[src/rtl/quad_step_gen.sv]
`timescale 1ns / 1ps
// Quadrature step generator: turns right/left step pulses into full A/B detent cycles.
// Optional abort input and logic are enabled by defining QSG_ABORT_EN.
module quad_step_gen #(
  parameter int unsigned PHASE_CYCLES = 240000,
  parameter int unsigned PEND_W       = 8
) (
  input  logic                     clk,
  input  logic                     rst,
  input  logic                     step_right,
  input  logic                     step_left,
`ifdef QSG_ABORT_EN
  input  logic                     abort,
`endif
  output logic                     A,
  output logic                     B,
  output logic                     busy,
  output logic signed [PEND_W-1:0] pending,
  output logic                     done,
  output logic                     drop
);

  localparam int unsigned CntW = (PHASE_CYCLES > 1) ? $clog2(PHASE_CYCLES) : 1;
  localparam logic [CntW-1:0] CntMax = CntW'(PHASE_CYCLES - 1);
  // Two guard bits so the unsaturated sum can be range-checked without wrapping.
  localparam int unsigned SumW = PEND_W + 2;
  localparam logic signed [SumW-1:0] PendMax = SumW'((1 << (PEND_W - 1)) - 1);
  localparam logic signed [SumW-1:0] PendMin = ~PendMax;

  typedef enum logic [2:0] {StIdle, StPh1, StPh2, StPh3, StPh4} state_e;

  state_e                    state_q, state_d;
  logic [CntW-1:0]           cnt_q, cnt_d;
  logic                      dir_q, dir_d;  // 1 = right
  logic                      a_q, a_d, b_q, b_d;
  logic signed [PEND_W-1:0]  pending_q, pending_d;
  logic                      drop_q, drop_d;
  logic                      start_r, start_l, phase_end;
  logic signed [SumW-1:0]    pend_ext, adj, req, base, full;

  always_ff @(posedge clk or posedge rst) begin
    if (rst) begin
      state_q   <= StIdle;
      cnt_q     <= '0;
      dir_q     <= 1'b0;
      a_q       <= 1'b1;
      b_q       <= 1'b1;
      pending_q <= '0;
      drop_q    <= 1'b0;
    end else begin
      state_q   <= state_d;
      cnt_q     <= cnt_d;
      dir_q     <= dir_d;
      a_q       <= a_d;
      b_q       <= b_d;
      pending_q <= pending_d;
      drop_q    <= drop_d;
    end
  end

  always_comb begin
    state_d   = state_q;
    cnt_d     = cnt_q;
    dir_d     = dir_q;
    a_d       = a_q;
    b_d       = b_q;
    start_r   = 1'b0;
    start_l   = 1'b0;
    phase_end = (cnt_q == CntMax);
    unique case (state_q)
      StIdle: begin
        start_r = !pending_q[PEND_W-1] && (pending_q != '0);
        start_l = pending_q[PEND_W-1];
        if (start_r || start_l) begin
          state_d    = StPh1;
          cnt_d      = '0;
          dir_d      = start_r;
          {a_d, b_d} = start_r ? 2'b01 : 2'b10;
        end
      end
      StPh1: begin
        cnt_d = cnt_q + 1'b1;
        if (phase_end) begin
          state_d    = StPh2;
          cnt_d      = '0;
          {a_d, b_d} = 2'b00;
        end
      end
      StPh2: begin
        cnt_d = cnt_q + 1'b1;
        if (phase_end) begin
          state_d    = StPh3;
          cnt_d      = '0;
          {a_d, b_d} = dir_q ? 2'b10 : 2'b01;
        end
      end
      StPh3: begin
        cnt_d = cnt_q + 1'b1;
        if (phase_end) begin
          state_d    = StPh4;
          cnt_d      = '0;
          {a_d, b_d} = 2'b11;
        end
      end
      StPh4: begin
        cnt_d = cnt_q + 1'b1;
        if (phase_end) begin
          state_d    = StIdle;
          cnt_d      = '0;
          {a_d, b_d} = 2'b11;
        end
      end
      default: begin
        state_d    = StIdle;
        cnt_d      = '0;
        {a_d, b_d} = 2'b11;
      end
    endcase
  end

  // Start adjustment always applies; only the request part is dropped on saturation.
  always_comb begin
    pend_ext = {{2{pending_q[PEND_W-1]}}, pending_q};
    adj      = '0;
    if (start_r) begin
      adj = SumW'(1);
    end else if (start_l) begin
      adj = '1;
    end
    req = '0;
    if (step_right && !step_left) begin
      req = SumW'(1);
    end else if (step_left && !step_right) begin
      req = '1;
    end
    base      = pend_ext - adj;
    full      = base + req;
    pending_d = full[PEND_W-1:0];
    drop_d    = 1'b0;
    if ((full > PendMax) || (full < PendMin)) begin
      pending_d = base[PEND_W-1:0];
      drop_d    = 1'b1;
    end
`ifdef QSG_ABORT_EN
    if (abort) begin
      pending_d = '0;
      drop_d    = 1'b0;
    end
`endif
  end

  assign A       = a_q;
  assign B       = b_q;
  assign busy    = (state_q != StIdle);
  assign pending = pending_q;
  assign done    = (state_q == StPh4) && phase_end;
  assign drop    = drop_q;

endmodule
[config.mk]
export PLATFORM = sky130hd
export DESIGN_NAME = quad_step_gen
export DESIGN_NICKNAME = d
export VERILOG_FILES = /design/src/rtl/quad_step_gen.sv
export SDC_FILE = /design/constraint.sdc
export NUM_CORES = 1
export LEC_CHECK = 0
export ABC_CLOCK_PERIOD_IN_PS = 8150
export BUFFER_PORTS_ARGS = -buffer_cell sky130_fd_sc_hd__buf_2
export CORE_UTILIZATION = 50
export CTS_CLUSTER_DIAMETER = 120
export CTS_CLUSTER_SIZE = 14
export DETAILED_ROUTE_END_ITERATION = 8
export PLACE_DENSITY_LB_ADDON = 0.12
export SLEW_MARGIN = 25
export SYNTH_ARGS = -nofsm -noshare
export SYNTH_HDL_FRONTEND = slang
export SYNTH_SLANG_ARGS = --single-unit
[constraint.sdc]
create_clock -name clk -period 8.15 [get_ports clk]
set_clock_uncertainty 0.2 [all_clocks]
set_input_delay 1.63 -clock clk [delete_from_list [all_inputs] [get_ports clk]]
set_output_delay 1.63 -clock clk [all_outputs]
set_load 0.02 [all_outputs]
Word level (Yosys, flattened, before mapping). Cells that the tools add are included.

Bits in registers: 33. Word-level logic and storage cells: 67. Output and inout port bits: 13. Input bits: 4.

Mux-type cells: 27. Order comparisons: 2. Reduce and logical (&&, ||, !) cells: 17. Add/sub/neg operators: 3. Equal/unequal tests: 11.

Operators with widths (number): 10-bit two-way mux (4); 18-bit two-way mux (2); 18-bit case mux with 2 select lines (1); 18-bit by 1-bit adder with 18-bit output, second input constant (1); 18-bit == test, second input constant (1); 3-bit two-way mux (5); 3-bit case mux with 5 select lines (1); 10-bit adder (1); 10-bit by 8-bit > comparator with 1-bit output, second input constant (1); 10-bit by 8-bit less-than comparator with 1-bit output, second input constant (1); 2-bit inequality test, second input constant (5); 8-bit by 10-bit subtractor with 10-bit output (1); 1-bit two-way mux (9); 8-bit two-way mux (1); 1-bit case mux with 4 select lines (2); 8-bit nonzero test (1); 3-bit by 2-bit == test with 1-bit output, second input constant (2); 5-bit AND reduction (1); 1-bit logical AND (4); 2-bit two-way mux (2); 4-bit AND reduction (1); 4-bit OR reduction (1); 3-bit by 1-bit == test with 1-bit output, second input constant (1); 3-bit == test, second input constant (1); 7 further kinds (10).

Logic depth before layout (Yosys ltp). Gate-level depths: netlist of run 1.

Word-level depth: 9. Mapped depth: 23. Depth with buffers taken out: 21.

Worst setup path after synthesis of run 1. OpenSTA, ideal clock, no wires.

Path kind: register to register. Start point: reg state_q[0]. End point: reg pending_q[0], in the netlist pending[0]. Stages on the path, launching flop included: 21. Arrival time: 4121 ps. Library setup time: 125 ps. Required time: 7825 ps. Buffers on the path: 1. Slack: 3705 ps. Path through: dfrtp_1 > buf_6 > nor3_4 > inv_4 > nor2_1 > ha_1 > inv_1 > fa_1 > a21o_1 > a21oi_1 > o21bai_1 > a21oi_1 > xnor2_1 > ha_1 > a21oi_1 > o21ai_0 > a41oi_2 > xnor2_2 > xnor2_2 > mux2i_1 > mux2_2.

Longest elaborated chain between the ends: 9.

RTL lines: start, declared (RTL line 32) `state_e state_q, state_d;`; start signal, assigned (RTL line 43) `state_q <= StIdle;`; start signal, assigned (RTL line 51) `state_q <= state_d;`; 3-bit logical NOT (*) (RTL line 70) `unique case (state_q)`; 1-bit two-way mux (RTL line 70); 10-bit two-way mux (RTL line 127) `end else if (start_l) begin`; 10-bit two-way mux (*) (RTL line 125) `if (start_r) begin`; 8-bit by 10-bit subtractor with 10-bit output (*) (RTL line 136) `base = pend_ext - adj;`; 10-bit adder (RTL line 137) `full = base + req;`; 10-bit by 8-bit > comparator with 1-bit output / 10-bit by 8-bit less-than comparator with 1-bit output (equally long branches) (RTL line 140) `if ((full > PendMax) || (full < PendMin)) begin`; 1-bit logical OR (RTL line 140); 8-bit two-way mux (*) (RTL line 140); named net pending_d[0] (RTL line 36) `logic signed [PEND_W-1:0] pending_q, pending_d;`; end signal, assigned (RTL line 56) `pending_q <= pending_d;`; end, declared (RTL line 36).

Mark *: on every way through the listed nets, which the timed path passes. The rest lies on a longest branch. A chain may end at the register's enable or synchronous reset.

Worst setup path after layout of run 1. Ends and elaborated chain as after synthesis.

==> results of run 1 <==
## final cells by class
type,count,area (um^2),area share (%)
inverter,14,55.1,2.11
multi-input combinational,218,1480,56.8
sequential,33,828,31.8
tap,52,65.1,2.49
clock buffer,8,90.1,3.45
timing repair buffer,17,87.6,3.36
## worst max path at each step
stage,end,slack (ns),cells after the start
after floorplan,pending[0],3.70,20
after global placement,pending[0],2.81,12
after detailed placement,pending[0],2.80,12
after CTS,pending[0],2.91,19
after global routing,pending[0],2.39,19
final,pending[0],2.90,19
## metrics by stage
stage | instance area (um^2) | instances
5_1_grt | 2610 | 342
6_report | 2610 | 342
4_1_cts | 2610 | 342
3_5_place_dp | 2520 | 334
2_1_floorplan | 2400 | 270
3_3_place_gp | 2520 | 334
## sequential cells by signal (all words and copies together), names as in the netlist
name	count
cnt_q	18
pending	8
state_q	3
A	1
B	1
dir_q	1
drop	1
## cell usage after synthesis (all sizes together) (4+ instances only)
cell type  instances  area, um^2
a21oi             15        75.1
o21ai             29         149
and3               7        43.8
xor2              12         105
xnor2             12         120
a21o               6        45.0
ha                18         225
nand2             32         123
dfrtp             31         776
buf                4        32.5
inv               14        55.1
nor3               6        51.3
nand3              9        45.0
nor2              26        97.6
## worst max-delay path, cell delays in order (launching register included)
cell and delay (ns):
dfrtp_1 0.47, nor3_4 0.28, inv_4 0.08, nor2_1 0.22
ha_1 0.21, inv_1 0.05, fa_1 0.39, a21o_1 0.17
a21oi_1 0.21, o21bai_1 0.09, a21oi_1 0.22, xnor2_1 0.17
ha_1 0.31, a21oi_1 0.18, o21ai_0 0.13, a41oi_2 0.21
xnor2_2 0.12, xnor2_2 0.26, mux2i_1 0.73, mux2_2 0.41
## routing by layer
layer  track usage [%]  part of all wire [%]  up-vias
met3              4.22                   3.3        5
met4              6.00                   1.1        0
li1                  -                     -      997
met1              31.7                    54      920
met5                 0                     0        -
met2              30.6                    41       35
## cell families (layout without fill, tap and decap cells)
kind of cell,after synthesis,in the layout
AOI/OAI and AO/OA,71,71
buffers and inverters,19,39
xor gates and xnor gates,24,24
muxes,5,5
and+or+nand+nor,98,98
DFF,33,33
adders and majority gates,20,20
==> results.ini, run 1 <==
[sta]
rsz0062_at_grt = no
tightest_slew_ns = 0.809
slew_headroom_pct = 44.6
holdWs_ns = 0.309
maxSlewViolCount = 0
fmax_mhz = 190
finalSetupViolations = 0
min_period_ns = 5.25
timing.final.crit_share_pct = 64.5
hold_violations = 0
fin_setup_tns_ns = 0
setup_ws_ns = 2.90

[routing]
first_pass_iters = 7
wire_per_inst_um = 14.0
vias = 1957
remaining_drc_errors = 2
drt-vias-per-instance = 5.72
antenna_left = 0
first_iter_violations = 118
route.final.wire_length_um = 4780

[floorplan]
ioPinCount = 17
start_util_pct = 53.7
die_w_um = 71.3
fp.coreArea_um2 = 4470
dieArea_um2 = 5090
fp.dieH_um = 71.3
rows = 24

[placement]
hpwl_um = 3600
place.gp.congestion = 0.819
portBuffers = 16
pre_cts_ws_ns = 2.80

[finish]
fin_nets = 313
diodes = 0
drive_above_1_share_pct = 13.8
layout_common_cells = 31 x nand2_1, 31 x dfrtp_1, 26 x nor2_1
area_growth_pct = 8.59
num-fill-cells = 412
utilization_pct = 58.3

[outcome]
violations = design-rule violations
status = complete, but fails checks

[global_routing]
grt_pass1_wl_um = 8510
grt_max_degree = 34
grt_antenna_before_repair = 0
grt_overflow = 0
grt_pass1_vias = 1845
grt_use_total_pct = 21.0

[synthesis]
synthArstFlopShare_pct = 100
synth-adder-area-share_pct = 11.0
syn-mean-instance-area_um2 = 8.90
ys_ff_latch = 33
yosysUniqueCellTypes = 57
yosys_most_used_dff = dfrtp_1
synth_edf_count = 0
synthMuxAreaShare_pct = 2.19
synth-compound-area-share_pct = 18.9
syn-cell-area_um2 = 2400
synth_xor_area_share_pct = 9.38
yosysSeqAreaShare_pct = 34.5
synth_cells = 270
synthSimpleGateAreaFrac_pct = 20.3
synth_top_family_by_area = simple AND/OR/NAND/NOR gates
yosys_warnings = 0
syn_nets = 294

[clocking]
cts.sinks = 33
cts_tree = yes
clock_latency_ns = 0.28
cts_hold_buf = 0
cts_buffer_depth = 2
ctsResizeCount = 0
h-tree-depth = 2
numCtsBuffers = 5
clk_pin_slew_ns = 0.06
root_buffer = clkbuf_8
cts_setup_buffers = 0

[worst_setup_path]
r2r-start = state_q[0]
startpoint_type = register
r2r_slack_ns = 2.90
path_class = reg2reg
r2r_cells = 19
required_ns = 8.12
r2r-end = pending[0]
critPathCaptureType = register
crit_arrival_ns = 5.22
crit_start = state_q[0]
crit_fanout = 11

[worst_hold_path]
hold_path_class = reg2reg
hp-start = A
min_path_cells = 2
min_to = A

[flow_run]
drv_cap = 0

Power of run 1 is not shown: default switching activity piles up to over one toggle a cycle in this logic, so the estimate is an artifact.
==> inputs of run 2 (changes only) <==
--- a/config.mk
+++ b/config.mk
@@ -5,7 +5,8 @@
 export SDC_FILE = /design/constraint.sdc
 export NUM_CORES = 1
 export LEC_CHECK = 0
-export ABC_CLOCK_PERIOD_IN_PS = 8150
+export ABC_AREA = 1
+export ABC_CLOCK_PERIOD_IN_PS = 4350
 export BUFFER_PORTS_ARGS = -buffer_cell sky130_fd_sc_hd__buf_2
 export CORE_UTILIZATION = 50
 export CTS_CLUSTER_DIAMETER = 120
==> constraint.sdc (replaced) <==
create_clock -name clk -period 4.35 [get_ports clk]
set_clock_uncertainty 0.2 [all_clocks]
set_input_delay 0.87 -clock clk [delete_from_list [all_inputs] [get_ports clk]]
set_output_delay 0.87 -clock clk [all_outputs]
set_load 0.02 [all_outputs]
==> run 2 against run 1 <==
Compared with the run above: the run now ends clean; via count is 27% higher; sequential share of layout area is 4.5 points lower; global-route usage is 3.2 points higher; first-iteration DRC count is 86% higher; utilization is 0.16 points higher; design area is 17% higher; worst setup slack worse by 2.5 ns; cell count is 40% higher; die area is 14% higher; area after synthesis is 15% higher; register-to-register slack worse by 2.5 ns.
==> results.ini, run 2 <==
[synthesis]
synth_area_leader_cell = dfrtp_1  ; unchanged
yosys_warnings = 0  ; unchanged
yosysSeqAreaShare_pct = 30.0  ; was 34.5%
syn-cell-area_um2 = 2760  ; was 2400 um^2
synth_common_cells = 89 x nand2_1, 61 x inv_1, 41 x nor2_1, 40 x nand3_1, 31 x dfrtp_1  ; was 31 x dfrtp_1, 31 x nand2_1, 26 x nor2_1, 22 x o21ai_0, 18 x ha_1
yosysUniqueCellTypes = 40  ; was 57
syn_nets = 410  ; was 294
ys_ff_latch = 33  ; unchanged
synth_edf_count = 0  ; unchanged
synth.top_cell.area_share_pct = 28.1  ; was 32.3%
synth_top_cells_by_area = dfrtp_1 28%, nand2_1 12%, inv_1 8.3%  ; was dfrtp_1 32%, ha_1 9.4%, nand2_1 4.8%
synth_cells = 386  ; was 270
yosys_most_used_dff = dfrtp_1  ; unchanged
synthArstFlopShare_pct = 100  ; unchanged
synth_most_common_cell = nand2_1
syn-mean-instance-area_um2 = 7.14  ; was 8.90 um^2

[worst_setup_path]
critPathCaptureType = register  ; unchanged
path_class = reg2reg  ; unchanged
required_ns = 4.32  ; was 8.12 ns
startpoint_type = register  ; unchanged
crit_arrival_ns = 3.91  ; was 5.22 ns
crit_fanout = 8  ; was 11

[worst_hold_path]
hold_path_class = reg2reg  ; unchanged

[sta]
holdWs_ns = 0.266  ; was 0.309 ns
rsz0062_at_grt = no  ; unchanged
finalSetupViolations = 0  ; unchanged
hold_violations = 0  ; unchanged
slew_headroom_pct = 64.6  ; was 44.6%
maxSlewViolCount = 0  ; unchanged
tightest_slew_ns = 0.530  ; was 0.809 ns
min_period_ns = 3.94  ; was 5.25 ns
fin_setup_tns_ns = 0  ; unchanged
timing.final.crit_share_pct = 90.6  ; was 64.5%
fmax_mhz = 254  ; was 190 MHz

[placement]
hpwl_um = 4990  ; was 3600 um
placed_area_um2 = 2910  ; was 2520 um^2
portBuffers = 16  ; unchanged
place.gp.congestion = 0.850  ; was 0.819
place_inst = 470  ; was 334

[floorplan]
fp.dieH_um = 76.3  ; was 71.3 um
die_w_um = 76.3  ; was 71.3 um
start_util_pct = 53.0  ; was 53.7%
ioPinCount = 17  ; unchanged
fp.coreArea_um2 = 5200  ; was 4470 um^2
rows = 26  ; was 24
dieArea_um2 = 5810  ; was 5090 um^2

[finish]
diodes = 0  ; unchanged
multiInputGateArea_um2 = 1680  ; was 1480 um^2
seq_area_um2 = 828  ; unchanged
area_growth_pct = 10.4  ; was 8.59%
largest_register_ff_count = 18  ; unchanged
final_common_cell = nand2_1
drive_above_1_share_pct = 15.0  ; was 13.8%
fin_cells = 478  ; was 342
num-fill-cells = 507  ; was 412
finalInstanceArea_um2 = 3040  ; was 2610 um^2
fin_nets = 431  ; was 313
layout_common_cells = 89 x nand2_1, 59 x inv_1, 41 x nor2_1  ; was 31 x nand2_1, 31 x dfrtp_1, 26 x nor2_1
largest-register = cnt_q  ; unchanged

[global_routing]
grt_pass1_wl_um = 11200  ; was 8510 um
grt_pass1_vias = 2303  ; was 1845
grt_use_total_pct = 24.2  ; was 21.0%
grt_max_degree = 26  ; was 34
grt_overflow = 0  ; unchanged
grt_antenna_before_repair = 0  ; unchanged

[clocking]
clock_latency_ns = 0.29  ; was 0.28 ns
ctsResizeCount = 0  ; unchanged
clk_pin_slew_ns = 0.07  ; was 0.06 ns
numCtsBuffers = 5  ; unchanged
cts_hold_buf = 0  ; unchanged
h-tree-depth = 2  ; unchanged
cts_buffer_depth = 2  ; unchanged
cts_setup_buffers = 0  ; unchanged
cts_tree = yes  ; unchanged
root_buffer = clkbuf_8  ; unchanged
cts.sinks = 33  ; unchanged

[routing]
route.final.wire_length_um = 6350  ; was 4780 um
drt-vias-per-instance = 5.21  ; was 5.72
remaining_drc_errors = 0  ; was 2
wire_per_inst_um = 13.3  ; was 14.0 um
antenna_left = 0  ; unchanged
first_pass_iters = 5  ; was 7
vias = 2490  ; was 1957
first_iter_violations = 219  ; was 118

[outcome]
status = finished, final reports clean  ; was complete, but fails checks

[flow_run]
drv_cap = 0  ; unchanged

==> run 2: changes by cell type after synthesis, sizes merged, moves of 7 or more <==
| cell | previous run | this run |
|---|---|---|
| and3 | 7 | 0 |
| o21ai | 29 | 12 |
| inv | 14 | 64 |
| nor2 | 26 | 44 |
| nand3 | 9 | 46 |
| nand2 | 32 | 101 |
==> run 2: logic make-up (layout without fill, tap and decap cells) <==
| kind of cell | after synthesis | in the layout | synth area share [%] |
|---|---|---|---|
| xor gates and xnor gates | 13 | 13 | 4.13 |
| buffers and inverters | 68 | 90 | 9.90 |
| and+or+nand+nor | 221 | 221 | 39.6 |
| DFF | 33 | 33 | 30.0 |
| adders and majority gates | 20 | 20 | 9.62 |
| AOI/OAI and AO/OA | 31 | 31 | 6.72 |
==> run 2: stage by stage <==
step / setup WS, ns / utilization, %
final: 0.407 / 58.5
after detailed placement: 0.363 / 55.8
after CTS: 0.351 / 58.1
after floorplan: 0.708 / -
after global placement: 0.387 / 55.8
after global routing: 0.0258 / 58.5
==> run 2: path summary, 6_finish.rpt <==
path,from,end,slack [ns],cells after the start
setup / recovery,state_q[2],pending[0],0.41,24
hold / removal,B,B,0.27,2
setup reg to reg,state_q[2],pending[0],0.41,24
hold reg to reg,B,B,0.27,2
max in group asynchronous,rst,cnt_q[12],3.04,3
min in group asynchronous,rst,cnt_q[2],0.41,2
==> run 2: cell type report <==
class                   instances  share of cell area, %
multi-input cells             285                   55.1
flip-flops and latches         33                   27.2
inverters                      64                   7.89
repair buffers                 18                   3.12
well taps                      70                   2.88
clock buffers                   7                   2.84
clock inverters                 1                  0.987
==> run 2: worst max-delay path, cell delays in order, from the launching register on <==
cell	delay, ns
dfrtp_1	0.41
nor2_1	0.13
nand2_1	0.16
nor2_1	0.18
inv_2	0.14
ha_1	0.36
nand3_1	0.08
nand2_1	0.10
nand2_1	0.06
nand2_1	0.05
a21oi_1	0.07
or2_2	0.29
o21ai_0	0.11
nand2_1	0.09
ha_1	0.33
nand2_1	0.11
inv_1	0.04
a21oi_1	0.17
nand3_2	0.13
inv_1	0.11
nand3_2	0.09
nand2_2	0.10
nand3_4	0.13
nand3_1	0.12
nand2_1	0.06
==> run 2: metal layers <==
layer / part of all wire (%) / GRT usage (%) / up-vias
met1: 53 / 37.7 / 1120
li1: - / - / 1293
met2: 40 / 33.7 / 70
met4: 1.1 / 6.92 / 0
met3: 5.9 / 4.31 / 7
met5: 0 / 0 / -
Power of run 2 is left out for the same reason.
